===== src/rtl/gpll_apb_reconfig.sv =====
// gpll_apb_reconfig: APB initiator that reprograms a GTP_GPLL at run time.
// The host loads up to DEPTH (addr,data) writes while idle, then pulses start.
// The block holds the PLL in reset, issues the buffered APB writes in load
// order, releases reset and waits for the (synchronised) lock indication.
module gpll_apb_reconfig #(
    parameter int DEPTH          = 8,
    parameter int RST_HOLD       = 16,
    parameter int PREADY_TIMEOUT = 255,
    parameter int LOCK_TIMEOUT   = 65535
) (
    input  logic        apb_clk_i,
    input  logic        apb_rst_n_i,
    input  logic        cfg_wr_i,
    input  logic [4:0]  cfg_addr_i,
    input  logic [15:0] cfg_data_i,
    output logic        cfg_full_o,
    input  logic        start_i,
    output logic        busy_o,
    output logic        done_o,
    output logic        err_o,
    output logic [1:0]  err_code_o,
    output logic        pll_rst_o,
    input  logic        pll_lock_i,
    output logic [4:0]  apb_addr_o,
    output logic        apb_sel_o,
    output logic        apb_en_o,
    output logic        apb_write_o,
    output logic [15:0] apb_wdata_o,
    input  logic        apb_ready_i
);

    localparam int PTR_W = (DEPTH > 1) ? $clog2(DEPTH) : 1;
    localparam int CNT_W = $clog2(DEPTH + 1);
    localparam int MAX_A = (RST_HOLD > PREADY_TIMEOUT) ? RST_HOLD : PREADY_TIMEOUT;
    localparam int MAX_T = (MAX_A > LOCK_TIMEOUT) ? MAX_A : LOCK_TIMEOUT;
    localparam int TMR_W = $clog2(MAX_T + 2);

    localparam logic [TMR_W-1:0] TMR_ONE_C   = TMR_W'(1);
    localparam logic [TMR_W-1:0] TMR_ZERO_C  = TMR_W'(0);
    localparam logic [TMR_W-1:0] TMR_MAX_C   = {TMR_W{1'b1}};
    localparam logic [TMR_W-1:0] RST_LAST_C  = TMR_W'(RST_HOLD - 1);
    localparam logic [TMR_W-1:0] PREADY_TO_C = TMR_W'(PREADY_TIMEOUT);
    localparam logic [TMR_W-1:0] LOCK_TO_C   = TMR_W'(LOCK_TIMEOUT);
    localparam logic [CNT_W-1:0] DEPTH_C     = CNT_W'(DEPTH);
    localparam logic [CNT_W-1:0] CNT_ONE_C   = CNT_W'(1);
    localparam logic [CNT_W-1:0] CNT_ZERO_C  = CNT_W'(0);
    localparam logic [PTR_W-1:0] PTR_ONE_C   = PTR_W'(1);
    localparam logic [PTR_W-1:0] PTR_ZERO_C  = PTR_W'(0);

    typedef enum logic [2:0] {
        ST_IDLE   = 3'd0,
        ST_RST    = 3'd1,
        ST_SETUP  = 3'd2,
        ST_ACCESS = 3'd3,
        ST_REL    = 3'd4,
        ST_LOCKW  = 3'd5,
        ST_FIN    = 3'd6,
        ST_FAIL   = 3'd7
    } state_e;

    state_e             state_q;
    logic [CNT_W-1:0]   count_q;
    logic [PTR_W-1:0]   ptr_q;
    logic [TMR_W-1:0]   tmr_q;
    logic               cfg_full_q;
    logic               busy_q;
    logic               done_q;
    logic               err_q;
    logic [1:0]         err_code_q;
    logic               pll_rst_q;
    logic [4:0]         apb_addr_q;
    logic               apb_sel_q;
    logic               apb_en_q;
    logic               apb_write_q;
    logic [15:0]        apb_wdata_q;
    logic               lock_meta_q;
    logic               lock_sync_q;

    logic [4:0]         addr_mem_q [DEPTH];
    logic [15:0]        data_mem_q [DEPTH];

    logic               push_s;
    logic               last_s;
    logic [TMR_W-1:0]   tmr_inc_s;
    logic [PTR_W-1:0]   ptr_next_s;

    assign push_s     = cfg_wr_i && (state_q == ST_IDLE) && !cfg_full_q;
    assign last_s     = ((CNT_W'(ptr_q) + CNT_ONE_C) == count_q);
    assign tmr_inc_s  = (tmr_q == TMR_MAX_C) ? tmr_q : (tmr_q + TMR_ONE_C);
    assign ptr_next_s = ptr_q + PTR_ONE_C;

    // Two-flop synchroniser for the asynchronous PLL lock indication.
    always_ff @(posedge apb_clk_i or negedge apb_rst_n_i) begin
        if (!apb_rst_n_i) begin
            lock_meta_q <= 1'b0;
            lock_sync_q <= 1'b0;
        end else begin
            lock_meta_q <= pll_lock_i;
            lock_sync_q <= lock_meta_q;
        end
    end

    // Write buffer storage; the slot index is the current fill count.
    always_ff @(posedge apb_clk_i) begin
        if (push_s) begin
            addr_mem_q[count_q[PTR_W-1:0]] <= cfg_addr_i;
            data_mem_q[count_q[PTR_W-1:0]] <= cfg_data_i;
        end
    end

    // Sequencer: buffer bookkeeping, PLL reset, APB transfers and lock wait.
    always_ff @(posedge apb_clk_i or negedge apb_rst_n_i) begin
        if (!apb_rst_n_i) begin
            state_q     <= ST_IDLE;
            count_q     <= CNT_ZERO_C;
            ptr_q       <= PTR_ZERO_C;
            tmr_q       <= TMR_ZERO_C;
            cfg_full_q  <= 1'b0;
            busy_q      <= 1'b0;
            done_q      <= 1'b0;
            err_q       <= 1'b0;
            err_code_q  <= 2'b00;
            pll_rst_q   <= 1'b0;
            apb_addr_q  <= 5'd0;
            apb_sel_q   <= 1'b0;
            apb_en_q    <= 1'b0;
            apb_write_q <= 1'b0;
            apb_wdata_q <= 16'd0;
        end else begin
            done_q <= 1'b0;
            case (state_q)
                ST_IDLE: begin
                    if (push_s) begin
                        count_q    <= count_q + CNT_ONE_C;
                        cfg_full_q <= ((count_q + CNT_ONE_C) == DEPTH_C);
                    end
                    if (start_i) begin
                        state_q    <= ST_RST;
                        busy_q     <= 1'b1;
                        err_q      <= 1'b0;
                        err_code_q <= 2'b00;
                        pll_rst_q  <= 1'b1;
                        tmr_q      <= TMR_ZERO_C;
                        ptr_q      <= PTR_ZERO_C;
                    end
                end
                ST_RST: begin
                    if (tmr_q == RST_LAST_C) begin
                        tmr_q <= TMR_ZERO_C;
                        if (count_q != CNT_ZERO_C) begin
                            state_q     <= ST_SETUP;
                            apb_sel_q   <= 1'b1;
                            apb_en_q    <= 1'b0;
                            apb_write_q <= 1'b1;
                            apb_addr_q  <= addr_mem_q[ptr_q];
                            apb_wdata_q <= data_mem_q[ptr_q];
                        end else begin
                            state_q   <= ST_REL;
                            pll_rst_q <= 1'b0;
                        end
                    end else begin
                        tmr_q <= tmr_inc_s;
                    end
                end
                ST_SETUP: begin
                    state_q  <= ST_ACCESS;
                    apb_en_q <= 1'b1;
                    tmr_q    <= TMR_ZERO_C;
                end
                ST_ACCESS: begin
                    if (apb_ready_i) begin
                        apb_en_q <= 1'b0;
                        tmr_q    <= TMR_ZERO_C;
                        if (last_s) begin
                            state_q     <= ST_REL;
                            apb_sel_q   <= 1'b0;
                            apb_write_q <= 1'b0;
                            pll_rst_q   <= 1'b0;
                        end else begin
                            state_q     <= ST_SETUP;
                            ptr_q       <= ptr_next_s;
                            apb_addr_q  <= addr_mem_q[ptr_next_s];
                            apb_wdata_q <= data_mem_q[ptr_next_s];
                        end
                    end else if (tmr_q == PREADY_TO_C) begin
                        // Slave never answered: abort the transfer and let the PLL restart.
                        state_q     <= ST_FAIL;
                        apb_sel_q   <= 1'b0;
                        apb_en_q    <= 1'b0;
                        apb_write_q <= 1'b0;
                        pll_rst_q   <= 1'b0;
                        done_q      <= 1'b1;
                        err_q       <= 1'b1;
                        err_code_q  <= 2'b01;
                    end else begin
                        tmr_q <= tmr_inc_s;
                    end
                end
                ST_REL: begin
                    state_q <= ST_LOCKW;
                    tmr_q   <= TMR_ZERO_C;
                end
                ST_LOCKW: begin
                    if (lock_sync_q) begin
                        state_q <= ST_FIN;
                        done_q  <= 1'b1;
                    end else if (tmr_q == LOCK_TO_C) begin
                        state_q    <= ST_FAIL;
                        done_q     <= 1'b1;
                        err_q      <= 1'b1;
                        err_code_q <= 2'b10;
                    end else begin
                        tmr_q <= tmr_inc_s;
                    end
                end
                ST_FIN, ST_FAIL: begin
                    state_q    <= ST_IDLE;
                    busy_q     <= 1'b0;
                    count_q    <= CNT_ZERO_C;
                    cfg_full_q <= 1'b0;
                    ptr_q      <= PTR_ZERO_C;
                    tmr_q      <= TMR_ZERO_C;
                end
                default: begin
                    state_q     <= ST_IDLE;
                    busy_q      <= 1'b0;
                    pll_rst_q   <= 1'b0;
                    apb_sel_q   <= 1'b0;
                    apb_en_q    <= 1'b0;
                    apb_write_q <= 1'b0;
                end
            endcase
        end
    end

    assign cfg_full_o  = cfg_full_q;
    assign busy_o      = busy_q;
    assign done_o      = done_q;
    assign err_o       = err_q;
    assign err_code_o  = err_code_q;
    assign pll_rst_o   = pll_rst_q;
    assign apb_addr_o  = apb_addr_q;
    assign apb_sel_o   = apb_sel_q;
    assign apb_en_o    = apb_en_q;
    assign apb_write_o = apb_write_q;
    assign apb_wdata_o = apb_wdata_q;

endmodule


===== config.mk =====
export PLATFORM = sky130hd
export DESIGN_NAME = gpll_apb_reconfig
export DESIGN_NICKNAME = d
export VERILOG_FILES = /design/src/rtl/gpll_apb_reconfig.sv
export SDC_FILE = /design/constraint.sdc
export NUM_CORES = 1
export LEC_CHECK = 0
export CAP_MARGIN = 20
export CORE_ASPECT_RATIO = 1.2
export CORE_MARGIN = 2
export CORE_UTILIZATION = 40
export CTS_BUF_LIST = sky130_fd_sc_hd__clkbuf_4
export DETAILED_ROUTE_END_ITERATION = 7
export GPL_TIMING_DRIVEN = 0
export PLACE_DENSITY_LB_ADDON = 0.1
export SYNTH_ARGS = -nofsm -noshare
export SYNTH_HDL_FRONTEND = slang
export SYNTH_SLANG_ARGS = --single-unit

===== constraint.sdc =====
create_clock -name apb_clk_i -period 8.4 [get_ports apb_clk_i]
set_clock_uncertainty 0.2 [all_clocks]
set_input_delay 1.68 -clock apb_clk_i [delete_from_list [all_inputs] [get_ports apb_clk_i]]
set_output_delay 1.68 -clock apb_clk_i [all_outputs]
set_load 0.005 [all_outputs]

==> impl_metrics.yaml, run 1 <==
status:
  status: "finished, final reports clean"
logic_synthesis:
  synth_edf_count: 168
  syn_area_um2: 10900
  syn_nets: 745
  yosysWarnings: 0
  synth_cell_types: 62
  yosysSeqAreaShare: 0.598
  synth_area_leaders: "edfxtp_1 (46%), mux4_2 (17%), dfrtp_1 (14%), mux2_2 (2.5%), nand2_1 (2.2%)"
  synth_top_area_cell: "edfxtp_1"
  synth_seq_cells: 227
  netlist_instances: 713
  syn_avg_cell_area_um2: 15.3
  ys_async_sr_fraction: 0.260
  synthFlopType: "edfxtp_1"
  synth_top_cell_area_share: 0.462
sta:
  rsz0062_at_grt: "no"
  finalHoldViolations: 0
  setup_ws_ns: 4.30
  min_period_ns: 4.10
  tightest_slew_ns: 1.06
  drv_slew: 0
  max_freq_mhz: 244
  post-route-period-util: 0.488
  fin_tns_setup_ns: 0
  max_slew_margin: 0.290
  setup_viol: 0
global_routing:
  first_global_vias: 7645
  grt_max_degree: 60
  grt_pass1_wl_um: 44200
  antenna_found_initial: 1
  overflow: 0
  track_usage: 0.208
drt:
  wire_per_inst_um: 23.5
  drcViolationCount: 0
  wl_met2_um: 15300
  met1_length_um: 11500
  routed_wl_um: 29100
  drt_iter0_markers: 363
  met3_length_um: 1470
  viasPerCell: 5.82
  top_layer: "met4"
  num_vias: 7215
  first_pass_iters: 5
  antenna_left: 0
power_and_ir_drop:
  pwr_density_cell_nw_per_um2: 319
  leakagePower_nw: 4.52
  seqPwrFrac: 0.338
  vdd_ir_drop_max_mv: 0.146
  netSwitchingFraction: 0.341
  power_frac_clock: 0.249
  p_int_mw: 2.73
  switching_power_mw: 1.41
  p_comb_frac: 0.413
clock_tree:
  clockRootBuffer: "clkbuf_4"
  cts_setup_buffers: 0
  cts.path.max_buffers: 3
  ctsResizeCount: 0
  hold_buffers: 0
  cts_tree: "built"
  clk_pin_slew_ns: 0.06
  htreeDepth: 2
  numCtsBuffers: 58
  clock_latency_ns: 0.74
  clock_sinks: 227
floorplanning:
  io_pins: 58
  fp.dieH_um: 185
  start_util: 0.404
  core_um2: 27000
  fp.dieW_um: 155
  die_area_um2: 28600
  rows: 66
placement:
  dpl.hpwl_um: 19700
  gp_congestion: 0.862
  io_buffers: 57
  pre_cts_ws_ns: 3.52
layout:
  layout-drive-gt1-share: 0.284
  area_growth_pct: 19.2
  fin_nets: 885
critical_path:
  worst-path-max-fanout: 8
  worst-setup-path-type: "in2reg"
  crit_required_ns: 8.61
  cp-start-kind: "input pin"
  arrival_ns: 4.31
  cp-end-kind: "flip-flop"
worst_hold_path:
  hold_path_class: "reg2reg"
flow_run:
  max_cap_violations: 0
[final timing paths]
check	startpoint	endpoint	slack (ns)	cells past startpoint
max in group asynchronous	apb_rst_n_i	apb_wdata_o[0]	6.56	1
min in group asynchronous	apb_rst_n_i	busy_o	0.85	1
worst min register to register	lock_meta_q	lock_sync_q	0.15	0
worst min-delay path	lock_meta_q	lock_sync_q	0.15	0
worst max register to register	state_q[2]	addr_mem_q[6][1]	4.54	6
worst max-delay path	cfg_wr_i	addr_mem_q[6][1]	4.30	5
[layout by cell type (no fill, tap or decap), drive strengths merged, types with 3 or more instances in the layout]
cell           count
xor2               3
and3              10
dfrtp             59
inv                9
a211oi            20
o21ai              8
nand2b             4
nor4              10
a31oi             27
a211o              4
ha                 5
nor3              14
a22o               9
bufinv             3
or4                3
nand3              8
clkbuf           127
nor2b             23
mux2              24
mux4              84
clkinv            12
o22ai              3
and4               7
nand3b             3
nand4              8
clkdlybuf4s50     56
edfxtp           168
nor2              19
buf               40
nor3b              4
a21oi             14
nand2             65
o211ai            10
[flip-flops by register name, summed over array words and instances (netlist names)]
signal,count
data_mem_q,128
addr_mem_q,40
tmr_q,17
apb_wdata_o,16
apb_addr_o,5
count_q,4
ptr_q,3
state_q,3
err_code_o,2
apb_en_o,1
apb_write_o,1
busy_o,1
cfg_full_o,1
done_o,1
err_o,1
lock_meta_q,1
lock_sync_q,1
pll_rst_o,1
[cells in the mapped netlist, drive strengths merged (3+ instances only)]
| master | instances |
|---|---|
| nor4 | 10 |
| nand2 | 65 |
| a211oi | 20 |
| nand2b | 4 |
| a22o | 9 |
| nor2 | 19 |
| and4 | 7 |
| xor2 | 3 |
| nand4 | 8 |
| o21ai | 8 |
| a211o | 4 |
| o211ai | 10 |
| clkbuf | 34 |
| buf | 18 |
| nand3b | 3 |
| nor2b | 23 |
| mux4 | 84 |
| ha | 5 |
| nor3 | 14 |
| a31oi | 27 |
| dfrtp | 59 |
| nand3 | 8 |
| o22ai | 3 |
| mux2 | 24 |
| a21oi | 14 |
| nor3b | 4 |
| or4 | 3 |
| and3 | 10 |
| edfxtp | 168 |
| inv | 9 |
[power groups by stage]
stage          sequential (mW)  clock (mW)  combinational (mW)
2_1_floorplan             1.42           0                1.12
3_3_place_gp              1.42           0                1.67
3_5_place_dp              1.43           0                1.71
4_1_cts                   1.40        1.06                1.71
5_1_grt                   1.42        1.12                1.86
6_report                  1.40        1.03                1.71
[logic make-up after synthesis]
| family | after synthesis | share of synthesized area |
|---|---|---|
| AOI/OAI and AO/OA | 119 | 0.0802 |
| xor gates and xnor gates | 5 | 0.00401 |
| adders and majority gates | 5 | 0.00573 |
| buffers and inverters | 61 | 0.0228 |
| DFF | 227 | 0.598 |
| muxes | 109 | 0.199 |
| and+or+nand+nor | 187 | 0.0906 |
[metrics by stage]
| step | total power [mW] | cells | hold WS [ns] | area (um^2) | utilization |
|---|---|---|---|---|---|
| 6_report | 4.15 | 1240 | 0.152 | 13000 | 0.482 |
| 5_1_grt | 4.39 | 1240 | 0.157 | 13000 | 0.482 |
| 4_1_cts | 4.18 | 1234 | 0.155 | 13000 | 0.480 |
| 3_5_place_dp | 3.13 | 1128 | 0.139 | 12100 | 0.449 |
| 3_3_place_gp | 3.09 | 1110 | 0.138 | 11900 | 0.441 |
| 2_1_floorplan | 2.54 | 713 | 0.131 | 10900 | - |
[layer usage]
metal	global-route usage	up-vias
li1	-	3237
met1	0.242	3712
met2	0.374	198
met3	0.0447	68
met4	0.0826	0
met5	0	-
[area by class of cell]
class                      count  area (um^2)
antenna                        1         2.50
clock buffer                  91          683
inverter                       9         33.8
sequential                   227         6520
fill                        2368        14000
multi-input combinational    425         4180
tap                          340          425
clock inverter                15          136
buffer                        52          215
timing repair buffer          80          811
[worst max-delay path, cell delays in order]
cell and delay [ns]:
clkdlybuf4s50_1 0.47, nor3b_1 0.71, nand2_1 0.39, nor3_2 0.80, buf_6 0.26
Power figures use the tool's default switching activity.
==> run 2: changes to the inputs <==
- clock period: 8.4 -> 4.3 ns (I/O delays scaled with it)
==> results of run 2 <==
Same layout as run 1 (identical final DEF). Status: finished, final reports clean.
Among the figures that moved: setup slack after placement 3.52 ns -> 0.245 ns; setup slack after layout 4.30 ns -> 0.439 ns; hold slack 0.152 ns -> 0.0318 ns; start point of the critical path cfg_wr_i -> state_q[2]; register-to-register setup slack 4.54 ns -> 0.44 ns; total power 4.15 mW -> 8.10 mW; worst IR drop on VDD 0.146 mV -> 0.286 mV
